**config.mk**
```make
export PLATFORM = sky130hd
export DESIGN_NAME = tl_demux_buf
export DESIGN_NICKNAME = d
export VERILOG_FILES = /design/src/rtl/tl_xbar_pkg.sv /design/src/rtl/tl_sync_fifo.sv /design/src/rtl/tl_demux_buf.sv
export SDC_FILE = /design/constraint.sdc
export NUM_CORES = 1
export LEC_CHECK = 0
export ABC_AREA = 1
export ABC_CLOCK_PERIOD_IN_PS = 3100
export BUFFER_PORTS_ARGS = -buffer_cell sky130_fd_sc_hd__buf_2
export CAP_MARGIN = 40
export CORE_ASPECT_RATIO = 1.4
export CORE_MARGIN = 1
export CORE_UTILIZATION = 57
export CTS_BUF_LIST = sky130_fd_sc_hd__clkbuf_8 sky130_fd_sc_hd__clkbuf_16
export CTS_CLUSTER_DIAMETER = 60
export DETAILED_ROUTE_END_ITERATION = 10
export HOLD_SLACK_MARGIN = 0.05
export PLACE_DENSITY = 0.82
export SLEW_MARGIN = 20
export SYNTH_ARGS = -nofsm -noshare
export SYNTH_HDL_FRONTEND = slang
export SYNTH_SLANG_ARGS = --single-unit
```
**constraint.sdc**
```tcl
create_clock -name clk -period 3.1 [get_ports clk]
set_input_delay 0.31 -clock clk [delete_from_list [all_inputs] [get_ports clk]]
set_output_delay 0.31 -clock clk [all_outputs]
set_load 0.05 [all_outputs]
```
**src/rtl/tl_xbar_pkg.sv**
```systemverilog
// rtl/tl_xbar_pkg.sv - shared constants and width helper for the demux buffer
// Contents:
//   ERR_CNT_MAX : saturation value of the dropped-beat counter
//   cw_of()     : occupancy-count width for a buffer of a given depth
package tl_xbar_pkg;

    localparam logic [7:0] ERR_CNT_MAX = 8'hFF;

    // The width must hold values 0..depth inclusive, so one more than the depth.
    function automatic int cw_of(input int depth);
        return $clog2(depth + 1);
    endfunction

endpackage

```
**src/rtl/tl_sync_fifo.sv**
```systemverilog
// rtl/tl_sync_fifo.sv - single-clock FIFO with occupancy count and sync clear
// Ports:
//   clk, rst         : clock, asynchronous active-high reset
//   clear            : synchronous empty; overrides push and pop
//   push, push_data  : write request and payload (ignored when full)
//   pop              : read request (ignored when empty)
//   full, empty      : derived from the occupancy count
//   level            : occupancy, 0..DEPTH
//   head             : oldest entry, meaningful when not empty
module tl_sync_fifo
    import tl_xbar_pkg::*;
#(
    parameter int DATA_W = 8,
    parameter int DEPTH  = 2
) (
    input  logic                       clk,
    input  logic                       rst,
    input  logic                       clear,
    input  logic                       push,
    input  logic [DATA_W-1:0]          push_data,
    input  logic                       pop,
    output logic                       full,
    output logic                       empty,
    output logic [cw_of(DEPTH)-1:0]    level,
    output logic [DATA_W-1:0]          head
);

    localparam int CW = cw_of(DEPTH);
    localparam int PW = $clog2(DEPTH);

    logic [PW-1:0]     wr_ptr_q, wr_ptr_d;
    logic [PW-1:0]     rd_ptr_q, rd_ptr_d;
    logic [CW-1:0]     level_q,  level_d;
    logic [DATA_W-1:0] mem_q [DEPTH];
    logic [DATA_W-1:0] mem_d [DEPTH];
    logic              push_ok;
    logic              pop_ok;

    // Pointers alone cannot tell full from empty, so the count decides both.
    assign empty   = (level_q == '0);
    assign full    = (level_q == CW'(DEPTH));
    assign push_ok = push && !full;
    assign pop_ok  = pop && !empty;
    assign level   = level_q;
    assign head    = mem_q[rd_ptr_q];

    always_comb begin
        mem_d    = mem_q;
        wr_ptr_d = wr_ptr_q;
        rd_ptr_d = rd_ptr_q;
        level_d  = level_q;
        if (clear) begin
            wr_ptr_d = '0;
            rd_ptr_d = '0;
            level_d  = '0;
        end else begin
            if (push_ok) begin
                mem_d[wr_ptr_q] = push_data;
                // DEPTH is a power of two, so natural overflow wraps the pointer.
                wr_ptr_d = wr_ptr_q + PW'(1);
            end
            if (pop_ok) begin
                rd_ptr_d = rd_ptr_q + PW'(1);
            end
            case ({push_ok, pop_ok})
                2'b10:   level_d = level_q + CW'(1);
                2'b01:   level_d = level_q - CW'(1);
                default: level_d = level_q;
            endcase
        end
    end

    always_ff @(posedge clk or posedge rst) begin
        if (rst) begin
            wr_ptr_q <= '0;
            rd_ptr_q <= '0;
            level_q  <= '0;
        end else begin
            wr_ptr_q <= wr_ptr_d;
            rd_ptr_q <= rd_ptr_d;
            level_q  <= level_d;
        end
    end

    // Storage needs no reset: an entry is only visible once the count covers it.
    always_ff @(posedge clk) begin
        mem_q <= mem_d;
    end

endmodule

```
**src/rtl/tl_demux_buf.sv**
```systemverilog
// rtl/tl_demux_buf.sv - one-to-N demultiplexer with a small FIFO per output
// Ports:
//   clk, rst                  : clock, asynchronous active-high reset
//   valid_i/ready_o/data_i    : input beat handshake and payload
//   sel_i                     : destination port; indices >= N are dropped
//   flush_i                   : synchronous clear of all buffers and err_cnt_o
//   valid_o/ready_i/data_o    : per-port head handshake and payload
//   level_o                   : per-port occupancy, CW bits per port
//   err_o                     : one-cycle pulse after a dropped beat
//   err_cnt_o                 : saturating dropped-beat count
module tl_demux_buf
    import tl_xbar_pkg::*;
#(
    parameter int N      = 4,
    parameter int DATA_W = 8,
    parameter int SEL_W  = 2,
    parameter int DEPTH  = 2
) (
    input  logic                         clk,
    input  logic                         rst,
    input  logic                         valid_i,
    output logic                         ready_o,
    input  logic [DATA_W-1:0]            data_i,
    input  logic [SEL_W-1:0]             sel_i,
    input  logic                         flush_i,
    output logic [N-1:0]                 valid_o,
    input  logic [N-1:0]                 ready_i,
    output logic [N*DATA_W-1:0]          data_o,
    output logic [N*cw_of(DEPTH)-1:0]    level_o,
    output logic                         err_o,
    output logic [7:0]                   err_cnt_o
);

    localparam int CW = cw_of(DEPTH);

    logic [N-1:0]      full;
    logic [N-1:0]      empty;
    logic [N-1:0]      push;
    logic [N-1:0]      pop;
    logic              sel_hit;
    logic              sel_full;
    logic              accept;
    logic              drop;
    logic              err_q,     err_d;
    logic [7:0]        err_cnt_q, err_cnt_d;

    // ready_o looks only at the selected buffer's full flag, never at ready_i,
    // so a full buffer cannot be bypassed by a same-cycle pop.
    always_comb begin
        sel_hit  = 1'b0;
        sel_full = 1'b0;
        push     = '0;
        for (int k = 0; k < N; k++) begin
            if (sel_i == SEL_W'(k)) begin
                sel_hit  = 1'b1;
                sel_full = full[k];
            end
        end
        if (flush_i) begin
            ready_o = 1'b0;
        end else if (sel_hit) begin
            ready_o = !sel_full;
        end else begin
            ready_o = 1'b1;
        end
        accept = valid_i && ready_o;
        for (int k = 0; k < N; k++) begin
            push[k] = accept && (sel_i == SEL_W'(k));
        end
        drop = accept && !sel_hit;
    end

    always_comb begin
        err_d     = drop;
        err_cnt_d = err_cnt_q;
        if (flush_i) begin
            err_cnt_d = '0;
        end else if (drop && (err_cnt_q != ERR_CNT_MAX)) begin
            err_cnt_d = err_cnt_q + 8'd1;
        end
    end

    always_ff @(posedge clk or posedge rst) begin
        if (rst) begin
            err_q     <= 1'b0;
            err_cnt_q <= '0;
        end else begin
            err_q     <= err_d;
            err_cnt_q <= err_cnt_d;
        end
    end

    assign err_o     = err_q;
    assign err_cnt_o = err_cnt_q;

    for (genvar k = 0; k < N; k++) begin : g_port
        assign valid_o[k] = !empty[k];
        assign pop[k]     = ready_i[k] && !empty[k];

        tl_sync_fifo #(
            .DATA_W (DATA_W),
            .DEPTH  (DEPTH)
        ) u_fifo (
            .clk       (clk),
            .rst       (rst),
            .clear     (flush_i),
            .push      (push[k]),
            .push_data (data_i),
            .pop       (pop[k]),
            .full      (full[k]),
            .empty     (empty[k]),
            .level     (level_o[k*CW +: CW]),
            .head      (data_o[k*DATA_W +: DATA_W])
        );
    end

endmodule

```
==> qor.yml <==
route:
  initialDrtViolationCount: 116
  via_per_inst: 5.292
  ant_nets: 0
  drt_pre_antenna_iters: 5
  routedWlPerCell_um: 15.06
  drcViolationCount: 0
  vias: 2323
  routed_wirelength_um: 6613
worst_hold_path:
  hold_path.class: "in -> reg"
cts:
  clockBufferDepth: 2
  cts_buffers: 9
  cts_resized: 0
  clockRootBuffer: "clkbuf_8"
  h-tree-depth: 3
  clkTransAtPathRegs_ps: 90
  clock_latency_ps: 350
  cts_tree: "yes"
  cts.sinks: 89
  post_cts_buffers: 0
critical_path:
  arrival_ps: 1660
  worst-path-max-fanout: 10
  critPathCaptureType: "primary output"
  path_class: "reg -> out"
  start_kind: "flop"
  rrSetupSlack_ps: 1200
  required_ps: 2790
floorplanning:
  core-area_mm2: 0.005946
  num_rows: 33
  die_w_um: 68.93
  dieArea_mm2: 0.006597
  boundaryPins: 72
  dieHeight_um: 95.70
  start_util: 0.6012
timing:
  hold_viol: 0
  skew_ps: 7.787
  fmax_ghz: 0.5082
  post-route-min-period_ps: 1968
  worst_slew_pin_slew_ps: 678.9
  fin_ws_ps: 1132
  setup_viol: 0
  slew_headroom: 0.5457
  slew_violations: 0
  timing.final.crit_share: 0.6347
  rsz0062_at_grt: "false"
  fin_setup_tns_ps: 0
placed_design:
  post_dp_cell_area_mm2: 0.004010
  portBuffers: 71
  gp_congestion: 0.7915
  pre_cts_ws_ps: 1059
  dp_hpwl_um: 4756
  dp_cells: 423
global_routing:
  grt_pass1_wl_um: 9763
  antenna_found_initial: 0
  grt_max_degree: 20
  grtUsageTotal: 0.2164
  grt.overflow.total: 0
  grt_pass1_vias: 2100
logic_synthesis:
  synthFlopType: "edfxtp_1"
  syn-num-nets: 305
  yosys_warnings: 0
  ys_types: 25
  ys_ff_latch: 89
  syn_area_per_cell_um2: 12.46
  async_flop_share: 0.2809
  synth_edf_count: 64
  yosysSeqAreaShare: 0.7126
  synth_area_mm2: 0.003575
  syn_inst: 287
run_status:
  outcome: "finished clean"
final_layout:
  nNetsFinal: 383
  antennaDiodeCount: 0
  final_common_cell: "buf_2"
  syn_to_final_growth_pct: 16.98
  fillerInstances: 446
  fin_area_mm2: 0.004182
  drive_gt1_frac: 0.3252
  mostFrequentLayoutCells: "71 x buf_2, 68 x nand2_1, 64 x edfxtp_1"
  final_util: 0.7033
  instances_no_fill: 439
pwr:
  p_leak_nw: 1.825
  power.density_mw_per_mm2: 682.8
  max-vdd-ir-drop_v: 0.0005811
run:
  cap_violations: 0
==> Yosys cell counts, types with 2 or more instances <==
| cell type | n | area share |
|---|---|---|
| nand3_2 | 2 | 0.0056 |
| edfxtp_1 | 64 | 0.54 |
| nand4_1 | 6 | 0.011 |
| o21ai_0 | 13 | 0.018 |
| nor2_1 | 22 | 0.023 |
| a21oi_1 | 6 | 0.0084 |
| nand3_1 | 8 | 0.011 |
| nand2_1 | 68 | 0.071 |
| inv_1 | 31 | 0.033 |
| dfrtp_1 | 25 | 0.18 |
| clkbuf_1 | 5 | 0.0053 |
| mux2_2 | 24 | 0.076 |
==> worst paths after layout <==
check,endpoint,depth (start not counted),from
setup / recovery,data_o[17],4,g_port[2].u_fifo.rd_ptr_q
max in group asynchronous,g_port[3].u_fifo.rd_ptr_q,4,rst
setup reg to reg,g_port[0].u_fifo.mem_q[12],8,g_port[2].u_fifo.level[0]
min in group asynchronous,g_port[2].u_fifo.level[0],3,rst
hold / removal,g_port[3].u_fifo.mem_q[15],1,data_i[7]
hold reg to reg,err_cnt_o[0],2,err_cnt_o[0]
==> sequential cells by signal (all words and copies together) (netlist names) <==
signal	flops
err_cnt_o	8
err_o	1
g_port.u_fifo.rd_ptr_q	4
g_port.u_fifo.mem_q	64
g_port.u_fifo.wr_ptr_q	4
g_port.u_fifo.level	8
==> report_power, final <==
group          internal [W]  switching, W
Sequential          0.00133     0.0000729
Combinational      0.000204      0.000582
Clock              0.000282      0.000380
==> cell type report <==
cell class                 instances  area [µm²]  share of cell area
sequential                        89        2547              0.6092
tap                               70       87.58             0.02095
clock inverter                     6       37.54            0.008977
inverter                          33       123.9             0.02962
multi-input combinational        159       880.8              0.2107
timing repair buffer              73       380.4             0.09096
clock buffer                       9       123.9             0.02962
==> logic make-up after synthesis <==
kind of cell	share of synthesized area
and+or+nand+nor	0.1393
buffers and inverters	0.04095
other	0.001049
AOI/OAI and AO/OA	0.03045
DFF	0.7126
muxes	0.07560
==> critical path: stages (launching register included) <==
cell and delay (ps):
dfrtp_1 520, clkinv_1 340, nand2_1 180, nand2_1 70
buf_2 210
==> metrics by stage <==
step / hold slack [ps] / total power [W]
5_1_grt: 272.1 / 0.002971
2_1_floorplan: 337.3 / 0.002038
4_1_cts: 263.9 / 0.002867
3_5_place_dp: 374.3 / 0.002219
6_report: 273.2 / 0.002855
3_3_place_gp: 469.9 / 0.002205
==> layer usage <==
layer,vias up,share of wire,global-route usage
met3,10,0.033,0.03555
met4,0,0.022,0.1020
met2,62,0.54,0.3681
met5,-,0,0
li1,1128,-,-
met1,1123,0.40,0.2632
==> repair_timing <==
action / in CTS / in global routing
endpoints found under the setup margin: 0 / 0
hold buffers: 1 / 0
hold endpoints to repair: 12 / 0
No activity file was read; power rests on OpenSTA's default activity.
